## config.mk

```make
export PLATFORM = sky130hd
export DESIGN_NAME = cache_read_arbiter_flat
export DESIGN_NICKNAME = d
export VERILOG_FILES = /design/src/rtl/cache_read_arbiter_pkg.sv /design/src/rtl/cache_read_arbiter_if.sv /design/src/rtl/cache_read_arbiter_rr_arb2.sv /design/src/rtl/cache_read_arbiter.sv /design/src/flat_wrapper.sv
export SDC_FILE = /design/constraint.sdc
export NUM_CORES = 1
export LEC_CHECK = 0
export ABC_CLOCK_PERIOD_IN_PS = 3100
export BUFFER_PORTS_ARGS = -buffer_cell sky130_fd_sc_hd__buf_2
export CAP_MARGIN = 20
export CORE_AREA = 2 2 104 106
export DETAILED_ROUTE_END_ITERATION = 8
export DIE_AREA = 0 0 106 108
export MAX_ROUTING_LAYER = met4
export PLACE_DENSITY = 0.73
export SLEW_MARGIN = 40
export SYNTH_ARGS = -nofsm -noshare
export SYNTH_HDL_FRONTEND = slang
export SYNTH_SLANG_ARGS = --single-unit
```

## constraint.sdc

```tcl
create_clock -name clock -period 3.1 [get_ports clock]
set_input_delay 0.62 -clock clock [delete_from_list [all_inputs] [get_ports clock]]
set_output_delay 0.62 -clock clock [all_outputs]
set_load 0.01 [all_outputs]
```

## src/rtl/cache_read_arbiter_pkg.sv

```systemverilog
// Shared types and constants for the cache refill read arbiter.
// Covers FSM states, owner encoding and AXI response codes.
package cache_read_arbiter_pkg;

  typedef enum logic [1:0] {
    ST_IDLE = 2'd0,
    ST_AR   = 2'd1,
    ST_R    = 2'd2
  } state_e;

  typedef enum logic {
    OWN_I = 1'b0,
    OWN_D = 1'b1
  } owner_e;

  localparam logic [1:0] RESP_OKAY   = 2'b00;
  localparam logic [1:0] RESP_SLVERR = 2'b10;
  localparam logic [1:0] RESP_DECERR = 2'b11;

  function automatic logic resp_is_err(input logic [1:0] resp);
    return (resp != RESP_OKAY) && ((resp == RESP_SLVERR) || (resp == RESP_DECERR));
  endfunction

endpackage

```

## src/rtl/cache_read_arbiter_if.sv

```systemverilog
// Requester-side and AXI AR/R signals of the refill read arbiter.
// master is the arbiter's view; slave is the surrounding environment's view.
interface cache_read_arbiter_if #(
  parameter int unsigned ADDR_W = 32,
  parameter int unsigned DATA_W = 64,
  parameter int unsigned LEN_W  = 8
);
  logic              i_req;
  logic [ADDR_W-1:0] i_addr;
  logic [LEN_W-1:0]  i_len;
  logic              i_ack;
  logic              i_rvalid;
  logic              d_req;
  logic [ADDR_W-1:0] d_addr;
  logic [LEN_W-1:0]  d_len;
  logic              d_ack;
  logic              d_rvalid;
  logic [DATA_W-1:0] rdata;
  logic              rlast;
  logic              rerr;
  logic              arvalid;
  logic              arready;
  logic [ADDR_W-1:0] araddr;
  logic [LEN_W-1:0]  arlen;
  logic              rvalid;
  logic              rready;
  logic [DATA_W-1:0] m_rdata;
  logic              m_rlast;
  logic [1:0]        m_rresp;

  modport master (
    input  i_req, i_addr, i_len, d_req, d_addr, d_len,
    input  arready, rvalid, m_rdata, m_rlast, m_rresp,
    output i_ack, i_rvalid, d_ack, d_rvalid, rdata, rlast, rerr,
    output arvalid, araddr, arlen, rready
  );

  modport slave (
    output i_req, i_addr, i_len, d_req, d_addr, d_len,
    output arready, rvalid, m_rdata, m_rlast, m_rresp,
    input  i_ack, i_rvalid, d_ack, d_rvalid, rdata, rlast, rerr,
    input  arvalid, araddr, arlen, rready
  );

endinterface

```

## src/rtl/cache_read_arbiter_rr_arb2.sv

```systemverilog
// Two-way round-robin arbiter: a lone requester wins, a tie goes to
// the side that did not win last time. gnt_o[0]=I-cache, gnt_o[1]=D-cache.
module cache_read_arbiter_rr_arb2
  import cache_read_arbiter_pkg::*;
(
  input  logic [1:0] req_i,
  input  owner_e     last_grant_i,
  output logic [1:0] gnt_o
);

  always_comb begin
    gnt_o = '0;
    unique case (req_i)
      2'b01:   gnt_o = 2'b01;
      2'b10:   gnt_o = 2'b10;
      2'b11:   gnt_o = (last_grant_i == OWN_D) ? 2'b01 : 2'b10;
      default: gnt_o = '0;
    endcase
  end

endmodule

```

## src/rtl/cache_read_arbiter.sv

```systemverilog
// Shares one AXI AR/R channel between I-cache and D-cache refills.
// One burst in flight; beats are counted and steered to the owning requester.
module cache_read_arbiter
  import cache_read_arbiter_pkg::*;
#(
  parameter int unsigned ADDR_W = 32,
  parameter int unsigned DATA_W = 64,
  parameter int unsigned LEN_W  = 8
) (
  input  logic                  clock,
  input  logic                  reset,
  cache_read_arbiter_if.master  bus
);

  state_e            state_q;
  owner_e            owner_q;
  owner_e            last_grant_q;
  logic [LEN_W-1:0]  beat_cnt_q;
  logic [LEN_W-1:0]  beat_cnt_d;
  logic [ADDR_W-1:0] araddr_q;
  logic [LEN_W-1:0]  arlen_q;

  logic [1:0] gnt;
  owner_e     gnt_owner;
  logic       arvalid;
  logic       ar_hs;
  logic       in_r;
  logic       beat;
  logic       at_end;

  cache_read_arbiter_rr_arb2 u_arb (
    .req_i        ({bus.d_req, bus.i_req}),
    .last_grant_i (last_grant_q),
    .gnt_o        (gnt)
  );

  assign gnt_owner  = gnt[1] ? OWN_D : OWN_I;
  assign arvalid    = (state_q == ST_AR);
  assign ar_hs      = arvalid && bus.arready;
  assign in_r       = (state_q == ST_R);
  assign beat       = in_r && bus.rvalid;
  assign at_end     = (beat_cnt_q == arlen_q);
  assign beat_cnt_d = beat_cnt_q + 1'b1;

  assign bus.arvalid  = arvalid;
  assign bus.araddr   = araddr_q;
  assign bus.arlen    = arlen_q;
  assign bus.rready   = in_r;
  assign bus.i_ack    = ar_hs && (owner_q == OWN_I);
  assign bus.d_ack    = ar_hs && (owner_q == OWN_D);
  assign bus.i_rvalid = beat && (owner_q == OWN_I);
  assign bus.d_rvalid = beat && (owner_q == OWN_D);
  // Data and flags are masked outside a live beat so idle outputs read as zero.
  assign bus.rdata    = beat ? bus.m_rdata : '0;
  assign bus.rlast    = beat && at_end;
  assign bus.rerr     = beat && (resp_is_err(bus.m_rresp) || (bus.m_rlast != at_end));

  always_ff @(posedge clock or posedge reset) begin
    if (reset) begin
      state_q      <= ST_IDLE;
      owner_q      <= OWN_D;
      last_grant_q <= OWN_D;
      beat_cnt_q   <= '0;
      araddr_q     <= '0;
      arlen_q      <= '0;
    end else begin
      unique case (state_q)
        ST_IDLE: begin
          if (|gnt) begin
            owner_q      <= gnt_owner;
            last_grant_q <= gnt_owner;
            araddr_q     <= gnt[1] ? bus.d_addr : bus.i_addr;
            arlen_q      <= gnt[1] ? bus.d_len  : bus.i_len;
            state_q      <= ST_AR;
          end
        end
        ST_AR: begin
          if (bus.arready) begin
            beat_cnt_q <= '0;
            state_q    <= ST_R;
          end
        end
        ST_R: begin
          // A beat ends the burst on either m_rlast or the counted length; any
          // surplus beat from a slave that omits m_rlast sees rready=0.
          if (bus.rvalid) begin
            beat_cnt_q <= beat_cnt_d;
            if (bus.m_rlast || at_end) state_q <= ST_IDLE;
          end
        end
        default: state_q <= ST_IDLE;
      endcase
    end
  end

endmodule

```

## src/flat_wrapper.sv

```systemverilog
// flat-port wrapper written by rule: the top's interface ports become plain ports
module cache_read_arbiter_flat import cache_read_arbiter_pkg::*;
#(
  parameter int unsigned ADDR_W = 32,
  parameter int unsigned DATA_W = 64,
  parameter int unsigned LEN_W  = 8
)
  (clock, reset, bus_i_req, bus_i_addr, bus_i_len, bus_d_req, bus_d_addr, bus_d_len, bus_arready, bus_rvalid, bus_m_rdata, bus_m_rlast, bus_m_rresp, bus_i_ack, bus_i_rvalid, bus_d_ack, bus_d_rvalid, bus_rdata, bus_rlast, bus_rerr, bus_arvalid, bus_araddr, bus_arlen, bus_rready);
  cache_read_arbiter_if #(.ADDR_W(ADDR_W), .DATA_W(DATA_W), .LEN_W(LEN_W)) bus_i ();
  input  logic clock;
  input  logic reset;
  input wire logic [$bits(bus_i.i_req)-1:0] bus_i_req;
  input wire logic [$bits(bus_i.i_addr)-1:0] bus_i_addr;
  input wire logic [$bits(bus_i.i_len)-1:0] bus_i_len;
  input wire logic [$bits(bus_i.d_req)-1:0] bus_d_req;
  input wire logic [$bits(bus_i.d_addr)-1:0] bus_d_addr;
  input wire logic [$bits(bus_i.d_len)-1:0] bus_d_len;
  input wire logic [$bits(bus_i.arready)-1:0] bus_arready;
  input wire logic [$bits(bus_i.rvalid)-1:0] bus_rvalid;
  input wire logic [$bits(bus_i.m_rdata)-1:0] bus_m_rdata;
  input wire logic [$bits(bus_i.m_rlast)-1:0] bus_m_rlast;
  input wire logic [$bits(bus_i.m_rresp)-1:0] bus_m_rresp;
  output wire logic [$bits(bus_i.i_ack)-1:0] bus_i_ack;
  output wire logic [$bits(bus_i.i_rvalid)-1:0] bus_i_rvalid;
  output wire logic [$bits(bus_i.d_ack)-1:0] bus_d_ack;
  output wire logic [$bits(bus_i.d_rvalid)-1:0] bus_d_rvalid;
  output wire logic [$bits(bus_i.rdata)-1:0] bus_rdata;
  output wire logic [$bits(bus_i.rlast)-1:0] bus_rlast;
  output wire logic [$bits(bus_i.rerr)-1:0] bus_rerr;
  output wire logic [$bits(bus_i.arvalid)-1:0] bus_arvalid;
  output wire logic [$bits(bus_i.araddr)-1:0] bus_araddr;
  output wire logic [$bits(bus_i.arlen)-1:0] bus_arlen;
  output wire logic [$bits(bus_i.rready)-1:0] bus_rready;
  assign bus_i.i_req = bus_i_req;
  assign bus_i.i_addr = bus_i_addr;
  assign bus_i.i_len = bus_i_len;
  assign bus_i.d_req = bus_d_req;
  assign bus_i.d_addr = bus_d_addr;
  assign bus_i.d_len = bus_d_len;
  assign bus_i.arready = bus_arready;
  assign bus_i.rvalid = bus_rvalid;
  assign bus_i.m_rdata = bus_m_rdata;
  assign bus_i.m_rlast = bus_m_rlast;
  assign bus_i.m_rresp = bus_m_rresp;
  assign bus_i_ack = bus_i.i_ack;
  assign bus_i_rvalid = bus_i.i_rvalid;
  assign bus_d_ack = bus_i.d_ack;
  assign bus_d_rvalid = bus_i.d_rvalid;
  assign bus_rdata = bus_i.rdata;
  assign bus_rlast = bus_i.rlast;
  assign bus_rerr = bus_i.rerr;
  assign bus_arvalid = bus_i.arvalid;
  assign bus_araddr = bus_i.araddr;
  assign bus_arlen = bus_i.arlen;
  assign bus_rready = bus_i.rready;
  cache_read_arbiter #(.ADDR_W(ADDR_W), .DATA_W(DATA_W), .LEN_W(LEN_W)) u_core (.clock(clock), .reset(reset), .bus(bus_i));
endmodule
```

[After elaboration in Yosys (flattened, before gate mapping)]
Index checks and enable logic that the tools add are counted.
Storage, ports and cells
  input bits: 153
  register bits after elaboration: 51
Operators by class
  bitwise logic cells: 1
  eq/ne operators: 13
  add/subtract/negate cells: 1
  muxes and demuxes: 14
  reduce and logical (&&, ||, !) cells: 19
Operator list (count)
  $mux W64: 1
  $mux W32: 1
  $mux W8: 3
  $pmux W8 S2: 1
  $pmux W2 S3: 2
  $eq A2 B2 Y1 const B: 5
  $mux W2: 5
  $logic_and A1 B1 Y1: 9
  $add A8 B1 Y8 const B: 1
  $eq A8 B8 Y1: 1
  $ne A2 B2 Y1 const B: 3
  $eq A2 B1 Y1 const B: 2
  $reduce_and A4 Y1: 1
  $reduce_bool A2 Y1: 2
  $logic_or A1 B1 Y1: 3
  $reduce_and A3 Y1: 1
  $logic_not A2 Y1: 1
  $ne A2 B1 Y1 const B: 1
  $reduce_and A2 Y1: 1
  $reduce_or A2 Y1: 1
  $mux W1: 1
  $ne A1 B1 Y1: 1
  $not A1 Y1: 1

[Longest topological paths before layout]
  depth in word-level cells: 5
  mapped depth: 6

[By module]
A second synthesis with hierarchy kept.
Unflattened totals
  cell total of the unflattened synthesis: 295
  area, all modules: 3370.7 um^2
By module, submodules not included
  cache_read_arbiter: cells an instance 292, area an instance 3352.0 um^2, seq. area each 1277.5 um^2, times used 1
  cache_read_arbiter_rr_arb2: cells an instance 3, area an instance 18.8 um^2, seq. area each 0.0 um^2, times used 1

[Least setup slack after synthesis]
No wires, ideal clock.
  kind: reg2out
  start: register u_core.arlen_q[5], in the netlist u_core.bus.arlen[5]
  end: output bus_rerr
  path buffers: 0
  data required time: 2.480 ns
  cell stages (with the launch flop): 7
  arrival time: 1.412 ns
  path slack: 1.068 ns
  cell sequence: dfrtp_1 xor2_1 nor4_1 nand2_1 ha_1 nor2_1 nor2_1
On the way
  word-level cells in the longest chain between the ends: 4
Ends and longest elaborated chain
  from (decl): line cache_read_arbiter.sv:21  | logic [LEN_W-1:0] arlen_q;
  from (signal assigned): line cache_read_arbiter.sv:73  | arlen_q <= gnt[1] ? bus.d_len : bus.i_len;
  $eq A8 B8 Y1: line cache_read_arbiter.sv:42  | assign at_end = (beat_cnt_q == arlen_q);
  $ne A1 B1 Y1: line cache_read_arbiter.sv:56  | assign bus.rerr = beat && (resp_is_err(bus.m_rresp) || (bus.m_rlast != at_end));
  $logic_or A1 B1 Y1: line cache_read_arbiter.sv:56
  $logic_and A1 B1 Y1: line cache_read_arbiter.sv:56
  to (decl): line flat_wrapper.sv:29  | output wire logic [$bits(bus_i.rerr)-1:0] bus_rerr;
Every way passes these cells.

[Worst setup path after layout]
  start: register u_core.state_q[0]
  end: output bus_rdata[46]
On the way
  word-level cells in the longest chain between the ends: 3
Ends and longest elaborated chain
  from (decl): line cache_read_arbiter.sv:15  | state_e state_q;
  from (signal assigned): line cache_read_arbiter.sv:60  | state_q <= ST_IDLE;
  from (signal assigned): line cache_read_arbiter.sv:74  | state_q <= ST_AR;
  from (signal assigned): line cache_read_arbiter.sv:80  | state_q <= ST_R;
  $eq A2 B2 Y1: line cache_read_arbiter.sv:40  | assign in_r = (state_q == ST_R);
  $logic_and A1 B1 Y1: line cache_read_arbiter.sv:41  | assign beat = in_r && bus.rvalid;
  $mux W64: line cache_read_arbiter.sv:54  | assign bus.rdata = beat ? bus.m_rdata : '0;
  to (decl): line flat_wrapper.sv:27  | output wire logic [$bits(bus_i.rdata)-1:0] bus_rdata;
Every way passes these cells.

==> metrics <==
root buffer cell=clkbuf_8; WL/cell=17.1 microns; # Max-Cap Violations=0; mean area per synthesized cell=approximately 12 sq um; Worst Setup Slack post-DPL=0.607 ns; Fin Setup TNS=0 ns; largest net degree at the start of global routing=between 50 and 60; post-synthesis sequential area ratio=0.366; Clock Tree Buf Depth=2; Synth Area in Compound Gates=0.0290; xor/xnor cell area share of the yosys netlist=0.0226; Worst Path Arrival=2.07 ns; max-slew violation count=0; Post-synth top flop=dfrtp_1; final setup fails=0; total grt overflow=0; Metal-1 WL=about 4.5 mm; kind of critical path=flip-flop to primary output; GRT Overall Usage=0.196; dpl hpwl=9.30 mm; Post-synth EDFFs=0; vias in the first global route=between 3000 and 4000; Syn Inst Count=about 290; minimum clock period=~2.7 ns; Final GP Congestion=0.812; Detailed Route WL=11.6 mm; worst endpoint required time=2.48 ns; first-pass GRT wire length=16.8 mm; Largest stage delay, worst path=between 0.5 and 0.6 ns; crit end category=primary output; Peak VDD IR=~330 uV; Post-CTS Setup Inserts=0; Pleak=3.04 nW; RSZ-0062 raised after global routing=false; routed vias=3250; Detail Route Antenna Nets=0; Synth Warn #=0; worst-path cell chain=and2b_2, buf_4, and3_1, buf_2; die width=~110 microns; DR vias/cell=roughly 4.8; utilization after layout=0.486; Hold Crit Class=primary input to async pin; DRC viols=0; Tcrit/Tclk final=0.868; drt first pass iters=4; largest family of logic cells by synthesized area=multiplexers; Yosys cell types=33; most common cell after layout, fill and taps aside=buf_2; worst-skew pair later-pin latency=approximately 0.32 ns; startpoint types=flip-flop; mux cell area share after synthesis=0.353; syn_nets=447; diode count=0; H-tree levels=2; CTS Sinks=51; Highest Signal Layer=met4; die area=~11000 sq um; adder-cell share of the synthesized area=0.00717; final hold vios=0; post-synthesis register bit count=51; met2 routed WL=approximately 5.8 mm; Core Rows=37; Simple-Gate Fraction of Synth Area=0.171; met3 wire length=1.24 mm; CTS tree=yes; number of DRC markers in iteration 0=approximately 160; port bufs=about 260; Crit-path slowest cell=and2b_2; layout cells sized above 1=0.665; cts bufs inserted=5; Max Clock Skew=0.0211 ns; slew margin rel.=0.580; post-CTS sizing=0; most frequent cells in the layout=263 x buf_2, 80 x mux2_4, 66 x and3_1; IO Pins=approximately 270; Final Worst Setup Slack=a little over 0.4 ns; outcome=finished, final reports clean; Cell Pwr Density=approximately 730 nW/um^2; core region area=slightly above 10000 sq um; Clock transition at path regs=0.11 ns; Synth Cell Area=about 3500 sq um; Net count, final=between 600 and 700; initial antenna violation count=0; chip height=around 110 microns; Crit Path Max Fanout=36; Hold-fix buffers, CTS=0; Initial Utilization=0.341; async set-reset flop share out of synthesis=1.00; Layout area overhead=42.5%; Worst-Margin Slew=0.630 ns; f_max=371 MHz
## metal layers
layer | GRT usage | vias up
met5 | - | -
met4 | 0.0395 | 0
met3 | 0.0735 | 9
met2 | 0.346 | 165
met1 | 0.214 | 1536
li1 | - | 1540
## power by group
| group | switching [W] | leakage (nW) | internal (W) |
|---|---|---|---|
| sequential | 0.000240 | 0.613 | 0.000975 |
| clock | 0.000255 | 0.0463 | 0.000167 |
| combinational | 0.000885 | 2.38 | 0.00110 |
## worst max-delay path, delay by kind of cell, from the launching register on
family | cells | cell delay, ns
AND/OR/NAND/NOR | 2 | 0.77
buffers and inverters | 2 | 0.51
flip-flops | 1 | 0.47
## cells by family after synthesis
| family | after synthesis |
|---|---|
| adder cells (fa/ha/maj) | 2 |
| AO/OA/AOI/OAI | 16 |
| buffers and inverters | 30 |
| multiplexers | 83 |
| AND/OR/NAND/NOR | 101 |
| flip-flops | 51 |
| XOR/XNOR | 9 |
## synthesized netlist by cell type, types with 4 or more instances
library cell / number / share of area
a21oi_1: 5 / 0.0072
and3_1: 66 / 0.12
buf_6: 8 / 0.026
clkbuf_1: 14 / 0.015
dfrtp_1: 50 / 0.36
inv_1: 5 / 0.0054
mux2_4: 80 / 0.34
nand2_1: 7 / 0.0075
nand3_1: 4 / 0.0057
nor2_1: 8 / 0.0086
o21ai_0: 4 / 0.0057
xor2_1: 9 / 0.023
## through the flow
| stage | area [sq um] | hold WS [ns] | cells | total power [W] |
|---|---|---|---|---|
| 6_report | 4970 | 0.392 | 679 | 0.00362 |
| 4_1_cts | 4970 | 0.408 | 679 | 0.00368 |
| 5_1_grt | 4970 | 0.433 | 679 | 0.00386 |
| 2_1_floorplan | 3490 | 0.525 | 292 | 0.00257 |
| 3_3_place_gp | 4870 | 0.492 | 671 | 0.00317 |
| 3_5_place_dp | 4880 | 0.487 | 671 | 0.00323 |
## state kept, by name, indices dropped and copies added (netlist names)
signal             cells
u_core.owner_q         1
u_core.state_q         2
u_core.bus.arlen       8
u_core.bus.araddr     32
u_core.beat_cnt_q      8
## area by class of cell
cell class	count	area (sq um)
well taps	136	170
multi-input cells	211	2040
repair buffers	268	1370
flip-flops and latches	51	1280
clock buffers	5	68.8
clock inverters	3	27.5
fillers	966	5260
inverters	5	21.3
## path summary, 6_finish.rpt
check                                                  start                           endpoint  slack [ns]  cells after the start
hold / removal                                         reset  u_core.bus.araddr[24]$_DFFE_PP0P_        0.39                      2
max in group asynchronous                              reset    u_core.bus.arlen[6]$_DFFE_PP0P_        2.28                      2
setup reg to reg               u_core.state_q[1]$_DFFE_PP0P_   u_core.bus.araddr[1]$_DFFE_PP0P_        1.04                      4
min in group clock                                 bus_i_req         u_core.owner_q$_DFFE_PP1P_        0.52                      2
hold reg to reg            u_core.bus.araddr[17]$_DFFE_PP0P_  u_core.bus.araddr[17]$_DFFE_PP0P_        0.52                      1
setup / recovery               u_core.state_q[0]$_DFFE_PP0P_                      bus_rdata[46]        0.41                      4
Power figures use the tool's default switching activity.
